**config.mk**
```make
export PLATFORM = sky130hd
export DESIGN_NAME = exe_stage_bru
export DESIGN_NICKNAME = d
export VERILOG_FILES = /design/src/rtl/exe_stage_bru_pkg.sv /design/src/rtl/exe_stage_bru_sat_cnt.sv /design/src/rtl/exe_stage_bru.sv
export SDC_FILE = /design/constraint.sdc
export NUM_CORES = 1
export LEC_CHECK = 0
export BUFFER_PORTS_ARGS = -buffer_cell sky130_fd_sc_hd__buf_2
export CORE_MARGIN = 4
export CORE_UTILIZATION = 40
export DETAILED_ROUTE_END_ITERATION = 10
export SKIP_LAST_GASP = 1
export SYNTH_ARGS = -nofsm -noshare
export SYNTH_HDL_FRONTEND = slang
export SYNTH_SLANG_ARGS = --single-unit
```
**constraint.sdc**
```tcl
create_clock -name clk -period 5.9 [get_ports clk]
set_input_delay 0.59 -clock clk [delete_from_list [all_inputs] [get_ports clk]]
set_output_delay 0.59 -clock clk [all_outputs]
set_load 0.01 [all_outputs]
```
**src/rtl/exe_stage_bru_pkg.sv**
```systemverilog
// Shared definitions for the EXE-stage branch resolution unit:
// bj bus bit positions, FSM encoding and the post-reset fetch address.
package exe_stage_bru_pkg;

  localparam int BJ_W    = 8;
  localparam int BJ_BEQ  = 0;
  localparam int BJ_BNE  = 1;
  localparam int BJ_BLT  = 2;
  localparam int BJ_BGE  = 3;
  localparam int BJ_BLTU = 4;
  localparam int BJ_BGEU = 5;
  localparam int BJ_JALR = 6;
  localparam int BJ_JAL  = 7;

  localparam logic [63:0] RESET_PC_DEFAULT = 64'h0000_0000_8000_0000;

  typedef enum logic [0:0] {
    IDLE  = 1'b0,
    REDIR = 1'b1
  } bru_state_e;

  // Exactly one type bit set; anything else resolves as a plain fall-through.
  function automatic logic is_onehot(input logic [BJ_W-1:0] v);
    return (v != {BJ_W{1'b0}}) &&
           ((v & (v - {{(BJ_W-1){1'b0}}, 1'b1})) == {BJ_W{1'b0}});
  endfunction

endpackage

```
**src/rtl/exe_stage_bru_sat_cnt.sv**
```systemverilog
// 32-bit event counter that sticks at all-ones instead of wrapping.
module bru_sat_cnt (
  input  logic        clk,
  input  logic        clear,
  input  logic        inc,
  input  logic        load,
  input  logic [31:0] load_val,
  output logic [31:0] count
);

  // Clear wins over load, load wins over increment; the max value is held.
  always_ff @(posedge clk) begin
    if (clear) begin
      count <= 32'd0;
    end else if (load) begin
      count <= load_val;
    end else if (inc && (count != 32'hFFFF_FFFF)) begin
      count <= count + 32'd1;
    end else begin
      count <= count;
    end
  end

endmodule

```
**src/rtl/exe_stage_bru.sv**
```systemverilog
// Branch/jump resolution in EXE: computes the real next pc, checks it against
// the fetch prediction and holds a redirect request until fetch takes it.
module exe_stage_bru
  import exe_stage_bru_pkg::*;
#(
  parameter logic [63:0] RESET_PC = RESET_PC_DEFAULT
) (
  input  logic            clk,
  input  logic            rst,
  input  logic            in_valid,
  output logic            in_ready,
  input  logic [BJ_W-1:0] bj_info,
  input  logic [BJ_W-1:0] bj_data,
  input  logic [63:0]     pc,
  input  logic [63:0]     imm,
  input  logic [63:0]     op1,
  input  logic            pred_taken,
  input  logic [63:0]     pred_pc,
  output logic [63:0]     link_data,
  output logic            link_valid,
  output logic            redirect_valid,
  input  logic            redirect_ready,
  output logic [63:0]     redirect_pc,
  output logic            flush,
  output logic            misalign_exc,
  output logic [63:0]     misalign_addr,
  output logic [31:0]     br_cnt,
  output logic [31:0]     mispred_cnt
);

  bru_state_e  state_r;
  logic        accept_s;
  logic        onehot_s;
  logic        jump_s;
  logic        taken_s;
  logic [63:0] seq_pc_s;
  logic [63:0] target_s;
  logic [63:0] next_pc_s;
  logic        misalign_s;
  logic        mispredict_s;
  logic        redir_req_s;
  logic        mispred_preload_s;

  assign in_ready = (state_r == IDLE);
  assign accept_s = in_valid && in_ready;

  // Resolve the instruction presented this cycle.
  always_comb begin
    onehot_s = is_onehot(bj_info);
    jump_s   = onehot_s && (bj_info[BJ_JAL] || bj_info[BJ_JALR]);
    taken_s  = onehot_s && ((|(bj_info & bj_data)) || jump_s);
    seq_pc_s = pc + 64'd4;
    if (onehot_s && bj_info[BJ_JALR]) begin
      target_s = (op1 + imm) & ~64'h1;
    end else begin
      target_s = pc + imm;
    end
    next_pc_s    = taken_s ? target_s : seq_pc_s;
    misalign_s   = taken_s && target_s[1];
    mispredict_s = (taken_s != pred_taken) || (taken_s && (target_s != pred_pc));
    redir_req_s  = accept_s && !misalign_s && mispredict_s;
  end

  // Redirect FSM plus the one-cycle link/exception/flush pulses.
  always_ff @(posedge clk) begin
    if (rst) begin
      state_r        <= IDLE;
      redirect_valid <= 1'b0;
      redirect_pc    <= RESET_PC;
      flush          <= 1'b0;
      link_valid     <= 1'b0;
      link_data      <= 64'd0;
      misalign_exc   <= 1'b0;
      misalign_addr  <= 64'd0;
    end else begin
      flush        <= 1'b0;
      link_valid   <= 1'b0;
      misalign_exc <= 1'b0;
      case (state_r)
        IDLE: begin
          if (accept_s) begin
            if (jump_s) begin
              link_valid <= 1'b1;
              link_data  <= seq_pc_s;
            end
            if (misalign_s) begin
              misalign_exc  <= 1'b1;
              misalign_addr <= target_s;
            end else if (mispredict_s) begin
              state_r        <= REDIR;
              redirect_valid <= 1'b1;
              redirect_pc    <= next_pc_s;
            end
          end
        end
        REDIR: begin
          if (redirect_ready) begin
            state_r        <= IDLE;
            redirect_valid <= 1'b0;
            flush          <= 1'b1;
          end
        end
        default: begin
          state_r        <= IDLE;
          redirect_valid <= 1'b0;
        end
      endcase
    end
  end

  // Preload hook for the mispredict counter, tied off in normal operation.
  assign mispred_preload_s = 1'b0;

  bru_sat_cnt u_br_cnt (
    .clk      (clk),
    .clear    (rst),
    .inc      (accept_s),
    .load     (1'b0),
    .load_val (32'd0),
    .count    (br_cnt)
  );

  bru_sat_cnt u_mispred_cnt (
    .clk      (clk),
    .clear    (rst),
    .inc      (redir_req_s),
    .load     (mispred_preload_s),
    .load_val (32'hFFFF_FFFF),
    .count    (mispred_cnt)
  );

endmodule

```
==> run summary, run 1 <==
The flow ran to the end, and the final reports show no timing, DRC or antenna violations. The maximum clock path buffer count came out at 3. The final layout contains 4,037 nets. At the worst endpoint, the required time is 6.34 ns. The worst setup path is captured at a flip-flop.

The number of nets in the synthesized netlist was 3,582; the relative area change from synthesis to final layout was 19.6%. Dividing the detail-routed wire length by the instance count gives 24.0 um. The tools report the count of pins over their slew limit as 0. Synthesis produced a netlist whose cell count is 3,175. IR analysis of the VDD net gives a maximum drop of 0.000277 V.

Data arrives at the worst endpoint at 5.67 ns. The number of clock sinks was 261; the count of warnings emitted by yosys was 0. The post-synthesis average cell area is 7.34 sq um. Yosys instantiated no cell more often than nor2_1. The fraction of registers with async set/reset is 0%. The mapped netlist covers 23,300 sq um.

The worst hold path begins at redirect_ready. Subtracting the final worst setup slack from the clock period gives 5.23 ns. In the synthesized netlist the dominant register cell turns out to be dfxtp_1. In this design, the stage delay of the slowest critical-path cell is 0.50 ns. The post-route netlist has 20.8% of its cells at a drive strength greater than 1. Post-CTS timing repair inserted 0 buffers for setup. Once the floorplan was initialized, standard cells occupied 40.4% of the core. The share of synthesized area in the top cell type comes to 22.4%.

The run gives 538 as the I/O pin count. STA classifies the critical path startpoint as an input pin. The wire length after detailed routing came out at 106,000 um. The slowest stage of the critical path belongs to the cell a2111oi_0. The largest clock skew in the final design was 0.0150 ns; the total power divided by cell area was 205 nW/um^2. By startpoint and endpoint, the worst setup path is classified as input pin to flip-flop. The width of the die is 249 um, and the post-synthesis sequential element count is 261.

The slew at the pin closest to its max-slew limit was 1.05 ns; the first-pass GRT wire length was 153,000 um. The total setup violations reported at the end of the flow is 0. The congestion estimate from routability-driven global placement came to 1.02.

In this run the core area contains 88 standard-cell rows. Setup repair after global routing left no endpoint under its margin. For this run the aggregate overflow at the end of global routing stands at 0. The total of fill cells in the finished design is 6,022. Number of nets still failing antenna checks after routing: 0.

The insertion delay of the later-clocked pin in the worst-skew pair was 0.54 ns; the post-route fraction of the period consumed by the critical path was 88.7%. The synthesized netlist contains 94 unique library cells. The floorplan step defined a die boundary enclosing 62,200 sq um.

The number of buffers added on ports was 535. The number of antenna violations at the first check in global routing is 17. After synthesis, the most frequently instantiated cells are nor2_1, nand2_1, a21oi_1, dfxtp_1, clkbuf_1.

The run gives 23,900 as the via count of the first global-routing pass. Walking the worst path, the cells encountered are buf_2, and2_1, fa_1, a21o_1, a221o_1, a32oi_1, a31oi_1, a211oi_2, o221ai_1, xor2_1, xnor2_1, nand4b_1, a2111oi_0, nand4_1, and4b_2, buf_12, buf_4, o211ai_1, o31ai_1. The logs give 0 for the max capacitance violation total and 0 for the count of hold buffers inserted by post-cts repair.

In this run the worst setup path begins at imm[0]. Entering global routing, the biggest net connects 114 pins. The leakage component of the power is 11.5 nW.

Across all layers, the routed design uses 26,700 vias. For this run, design rule violations remaining after detail routing come to 0. The core region is 57,700 sq um. The post-synthesis cell type with the largest combined area is dfxtp_1. Cells fill 48.3% of the core in the end.

The largest fanout on the critical path came out at 34. The share of the Yosys chip area taken by registers is 22.4%. The total clock buffers created by CTS is 25.

Headroom to the max-slew limit came out at 30.1%. Using the TritonRoute via totals, the vias-per-cell ratio works out to 6.04. After routing, the total negative slack on setup checks comes to 0 ns.

The maximum frequency from static timing analysis is 191 MHz, and the number of gates given a new drive strength after cts is 0. The startpoint identified for the worst register-to-register timing path is u_br_cnt.count[14]. The number of flops mapped to enable cells by yosys was 0.

The number of design-rule violations left by the first detailed-router iteration is 2,620. In this run the worst hold path is classified as input pin to flip-flop. The hold violation count in the final report is 0, and the maximum level of the CTS H-tree is 1.

For this run, the detailed router's first-pass iteration total came to 5. Global routing used 31.6% of the available tracks across all layers. Ranked by total cell area, the synthesized netlist is headed by dfxtp_1, ha_1, nor2_1, a21oi_1, nand2_1. TritonCTS built the clock tree. After legalization and detailed placement, the total HPWL measured 88,100 um.

The library cell used as clock root buffer is clkbuf_16. The height of the die is 249 um, and the overall power after layout is 0.00571 W. After clock tree synthesis, the clock-pin slew on the worst setup and hold paths is 0.07 ns.
==> cell families (layout without fill, tap and decap cells) <==
family                     Yosys count  in the layout  share of synthesized area (%)
AOI/OAI and AO/OA                  925            925                           26.5
xor gates and xnor gates           251            251                           9.73
adders and majority gates          131            131                           7.09
buffers and inverters              263            734                           4.64
DFF                                261            261                           22.4
muxes                               95             95                           4.19
other                                0             13                              0
and+or+nand+nor                   1249           1249                           25.4
==> cell usage in the layout (no fill, tap or decap), types with 103 or more instances in the layout <==
cell and count:
nand2_1 335, o21ai_0 136, dfxtp_1 261, buf_2 534
xor2_1 115, buf_4 103, a211oi_1 107, ha_1 128
nor2_1 388, a21oi_1 269, xnor2_1 131
==> worst max-delay path: cells and delay by family <==
kind,cells,cell delay [ns]
xor gates and xnor gates,2,0.54
and+or+nand+nor,4,0.94
AOI/OAI and AO/OA,9,2.59
buffers and inverters,3,0.56
adders and majority gates,1,0.40
==> metrics by stage <==
stage	setup slack, ns	hold WS (ns)	cell area, sq um	instances
after floorplan	1.27	0.446	23300	3175
after global placement	0.336	0.441	27000	4368
after detailed placement	0.328	0.445	27000	4368
after CTS	0.893	0.296	27800	4411
after global routing	0.418	0.313	27900	4419
final	0.668	0.319	27900	4424
==> cell type report <==
class	instances	area, sq um	share of cell area [%]
well taps	765	957	3.43
clock buffers	38	744	2.67
inverters	44	166	0.597
flip-flops and latches	261	5230	18.7
repair buffers	647	3640	13.0
diodes	13	32.5	0.117
multi-input cells	2651	17100	61.2
clock inverters	5	58.8	0.211
==> routing by layer <==
| metal | share of wire (%) | global-route usage (%) | vias to the layer above |
|---|---|---|---|
| met5 | 0.063 | 0 | - |
| met4 | 3.9 | 10.7 | 12 |
| met3 | 8.8 | 4.12 | 169 |
| met2 | 43 | 48.7 | 1256 |
| met1 | 44 | 45.7 | 12600 |
| li1 | - | - | 12600 |
==> registers in the layout (all words and copies together), names as in the netlist <==
| signal | flops |
|---|---|
| redirect_valid | 1 |
| redirect_pc | 64 |
| link_data | 64 |
| u_mispred_cnt.count | 32 |
| misalign_exc | 1 |
| state_r | 1 |
| u_br_cnt.count | 32 |
| misalign_addr | 64 |
| flush | 1 |
| link_valid | 1 |
==> final timing paths <==
kind / to / slack [ns] / depth (start not counted)
min: flush / 0.32 / 3
max: redirect_pc[22] / 0.67 / 19
min reg2reg: misalign_addr[63] / 0.45 / 2
max reg2reg: u_br_cnt.count[25] / 2.73 / 13
==> power by group <==
part,switching [W],total [W],internal [W]
sequential,0.0000228,0.00182,0.00180
combinational,0.00147,0.00227,0.000801
clock,0.000700,0.00161,0.000912
total,0.00220,0.00571,0.00351
(Power assumes the default switching activity.)
==> run 2, diff against run 1 <==
--- a/config.mk
+++ b/config.mk
@@ -7,8 +7,9 @@
 export LEC_CHECK = 0
 export BUFFER_PORTS_ARGS = -buffer_cell sky130_fd_sc_hd__buf_2
 export CORE_MARGIN = 4
-export CORE_UTILIZATION = 40
+export CORE_UTILIZATION = 56
 export DETAILED_ROUTE_END_ITERATION = 10
+export PLACE_DENSITY = 0.82
 export SKIP_LAST_GASP = 1
 export SYNTH_ARGS = -nofsm -noshare
 export SYNTH_HDL_FRONTEND = slang
==> run 2 against run 1 <==
Against the previous run: fmax fell by 0.87%; worst setup slack got worse by 0.046 ns; flip-flop and latch count did not move; sequential share of layout area rose by 0.27 points; first-iteration DRC count rose by 42%; cell count fell by 5.5%; clock power fell by 5%; combinational power barely moved; highest routed layer unchanged.
==> run summary, run 2 (synthesis results as in run 1) <==
The post-route fraction of the period consumed by the critical path is 89.5% (+0.78 points). The number of antenna violations at the first check in global routing came out at 12 (-5). Library cell used as clock root buffer: clkbuf_16. The count of cells along the worst hold path is 3 (unchanged), and the arrival time at the worst endpoint is 5.69 ns (+0.02 ns).

The category of the most critical setup path is input pin to flip-flop. The number of buffers added on ports is 535 (unchanged). STA classifies the critical path endpoint as a flip-flop. In the layout the commonest cells are buf_2, nor2_1, nand2_1, a21oi_1, dfxtp_1. For the number of standard cells in the layout, taps in and fillers out, the log shows 4,181 (-5.5%).

The slew at the pin closest to its max-slew limit was 1.05 ns (-0.00228 ns); the number of setup buffers added after CTS was 0 (unchanged). The largest registers in the layout are link_data: 64 flops, misalign_addr: 64 flops, redirect_pc: 64 flops. The library cell used most frequently in the layout, excluding fill and tap cells, is buf_2.

Path depth of the worst reg2reg path: 9 (-4). The I/O pin count was 538 (unchanged); the final weighted congestion of routability-driven global placement was 1.09 (+6.1%). The total power divided by cell area is 204 nW/um^2 (-0.32%), and the number of design-rule violations left by the first detailed-router iteration is 3,717 (+42%). The met1 capacity usage during global routing is 57.0% (+11 points), and the clock input transition at the sequential cells of the worst setup and hold paths is 0.07 ns (about the same). For the standard-cell row count, the log shows 74 (-16%).

The worst hold path begins at redirect_ready. The number of nets still failing antenna checks after routing came out at 0 (unchanged). The number of design rule violations left after detail routing was 0 (unchanged); the first-pass GRT wire length was 147,000 um (-3.9%). Required arrival time at the worst endpoint: 6.31 ns (-0.03 ns).

The tools report the first-pass detailed-route iteration total as 8 (+3). The largest vdd supply drop came out at 0.000176 V (-36%). For the count of pins over their slew limit, the log shows 0 (unchanged). The count of hold buffers inserted by post-cts repair was 0 (unchanged). The via count of the first global-routing pass came out at 24,500 (+2.4%). The setup total negative slack was 0 ns (unchanged); the maximum level of the CTS H-tree was 1 (unchanged). The headroom to the max-slew limit is 29.5% (-0.58 points).

The global routing's busiest layer was met2. The post-layout minimum cycle time was 5.28 ns (+0.0458 ns). The relative area change from synthesis to final layout was 17.9%. The detail-routed net length per standard cell came out at 24.3 um (+1.2%).

The logs give 0 (unchanged) for the total setup violations reported at the end of the flow and 4,032 (-0.12%) for the post-layout net count. The logs give 83,800 um (-4.9%) for the detailed-placement wirelength estimate and 102,000 um (-4.3%) for the wire length after detailed routing. The logs give 4,132 (-5.4%) for the instance count after placement with tap cells included and 3 (unchanged) for the maximum clock path buffer count. For the placeable core region, the log shows 41,000 sq um (-29%). For the floorplan die area, the log shows 45,000 sq um (-28%). The number of vias per cell was 6.51 (+7.9%). The type of the most critical hold path was input pin to flip-flop. Max capacitance violation total: 0 (unchanged). The total clock buffers created by CTS came out at 23 (-8.0%).

The logs give 0 (unchanged) for the number of gates given a new drive strength after cts and 56.8% (+16 points) for the effective utilization at floorplan. The met2 capacity usage during global routing was 63.0% (+14 points); the hold violation count in the final report was 0 (unchanged). TritonCTS built the clock tree. The proportion of layout cells with a drive suffix above 1 works out to 20.7% (-0.070 points).

Setup repair after global routing left no endpoint under its margin. The total grt overflow is 0 (unchanged). The leakage component of the power was 11.4 nW (-0.45%); the height of the die was 212 um (-15%).

Startpoint type of the worst setup path: an input pin. The largest clock skew in the final design was 0.0134 ns (-0.00161 ns); the total global-route track usage was 42.1% (+10 points). The width of the die was 212 um (-15%). The insertion delay of the later-clocked pin in the worst-skew pair came out at 0.53 ns (about the same). The flow ran to the end, and the final reports show no timing, DRC or antenna violations. The met3 capacity usage during global routing was 11.2% (+7.1 points); the number of clock sinks was 261 (unchanged). The launching instance or port of the critical path was pc[0].

Pin count of the biggest net entering global routing: 106 (-7.0%). The startpoint of the most critical register-to-register path was u_mispred_cnt.count[15]. The total number of vias is 27,200 (+1.9%), and the largest fanout on the critical path is 33 (-2.9%). The tools report the maximum frequency from static timing analysis as 189 MHz (-0.87%).
==> run 2: area by class of cell <==
class,count,area [sq um]
Inverter,44,165
Clock buffer,30,642
Antenna cell,10,25.0
Sequential cell,261,5230
Clock inverter,9,106
Multi-Input combinational cell,2651,17100
Timing Repair Buffer,644,3590
Tap cell,532,666
Fill cell,3735,13500
==> run 2: routing by layer <==
| metal | vias up | share of wire [%] |
|---|---|---|
| met2 | 1738 | 42 |
| met1 | 12600 | 39 |
| met4 | 10 | 5.2 |
| met5 | - | 0.063 |
| met3 | 276 | 14 |
| li1 | 12600 | - |
==> run 2: path summary, 6_finish.rpt <==
check,endpoint,slack (ns)
worst min-delay path,flush,0.34
worst min register to register,misalign_addr[59],0.45
worst max register to register,u_mispred_cnt.count[4],2.62
worst max-delay path,redirect_pc[55],0.62
==> run 2: stage by stage <==
step	area (sq um)	hold WS (ns)	total power, W	utilization [%]	worst slack (ns)
after detailed placement	26700	0.443	0.00401	65.1	0.248
after floorplan	23300	0.446	0.00317	-	1.27
after CTS	27500	0.322	0.00551	66.9	0.770
after global placement	26700	0.439	0.00401	65.1	0.303
final	27500	0.337	0.00561	67.0	0.622
after global routing	27500	0.354	0.00580	67.0	0.453
==> run 2: critical path, stage by stage <==
cell and delay [ns]:
buf_2 0.13, ha_1 0.24, fa_1 0.41, a21o_1 0.23, a221o_1 0.41, a211o_1 0.37
a31oi_1 0.44, a31oi_1 0.31, a31oi_1 0.29, xnor2_1 0.22, nor2_1 0.09, a2111oi_0 0.48
buf_4 0.19, and4_1 0.29, and4b_2 0.31, buf_12 0.21, buf_4 0.18, nor3_1 0.06
a31o_1 0.22
==> run 2: report_power, final <==
group | switching [W] | leakage [nW] | internal [W] | total (W)
Sequential | 0.0000242 | 2.11 | 0.00180 | 0.00182
Combinational | 0.00146 | 8.97 | 0.000798 | 0.00226
Clock | 0.000671 | 0.360 | 0.000855 | 0.00153
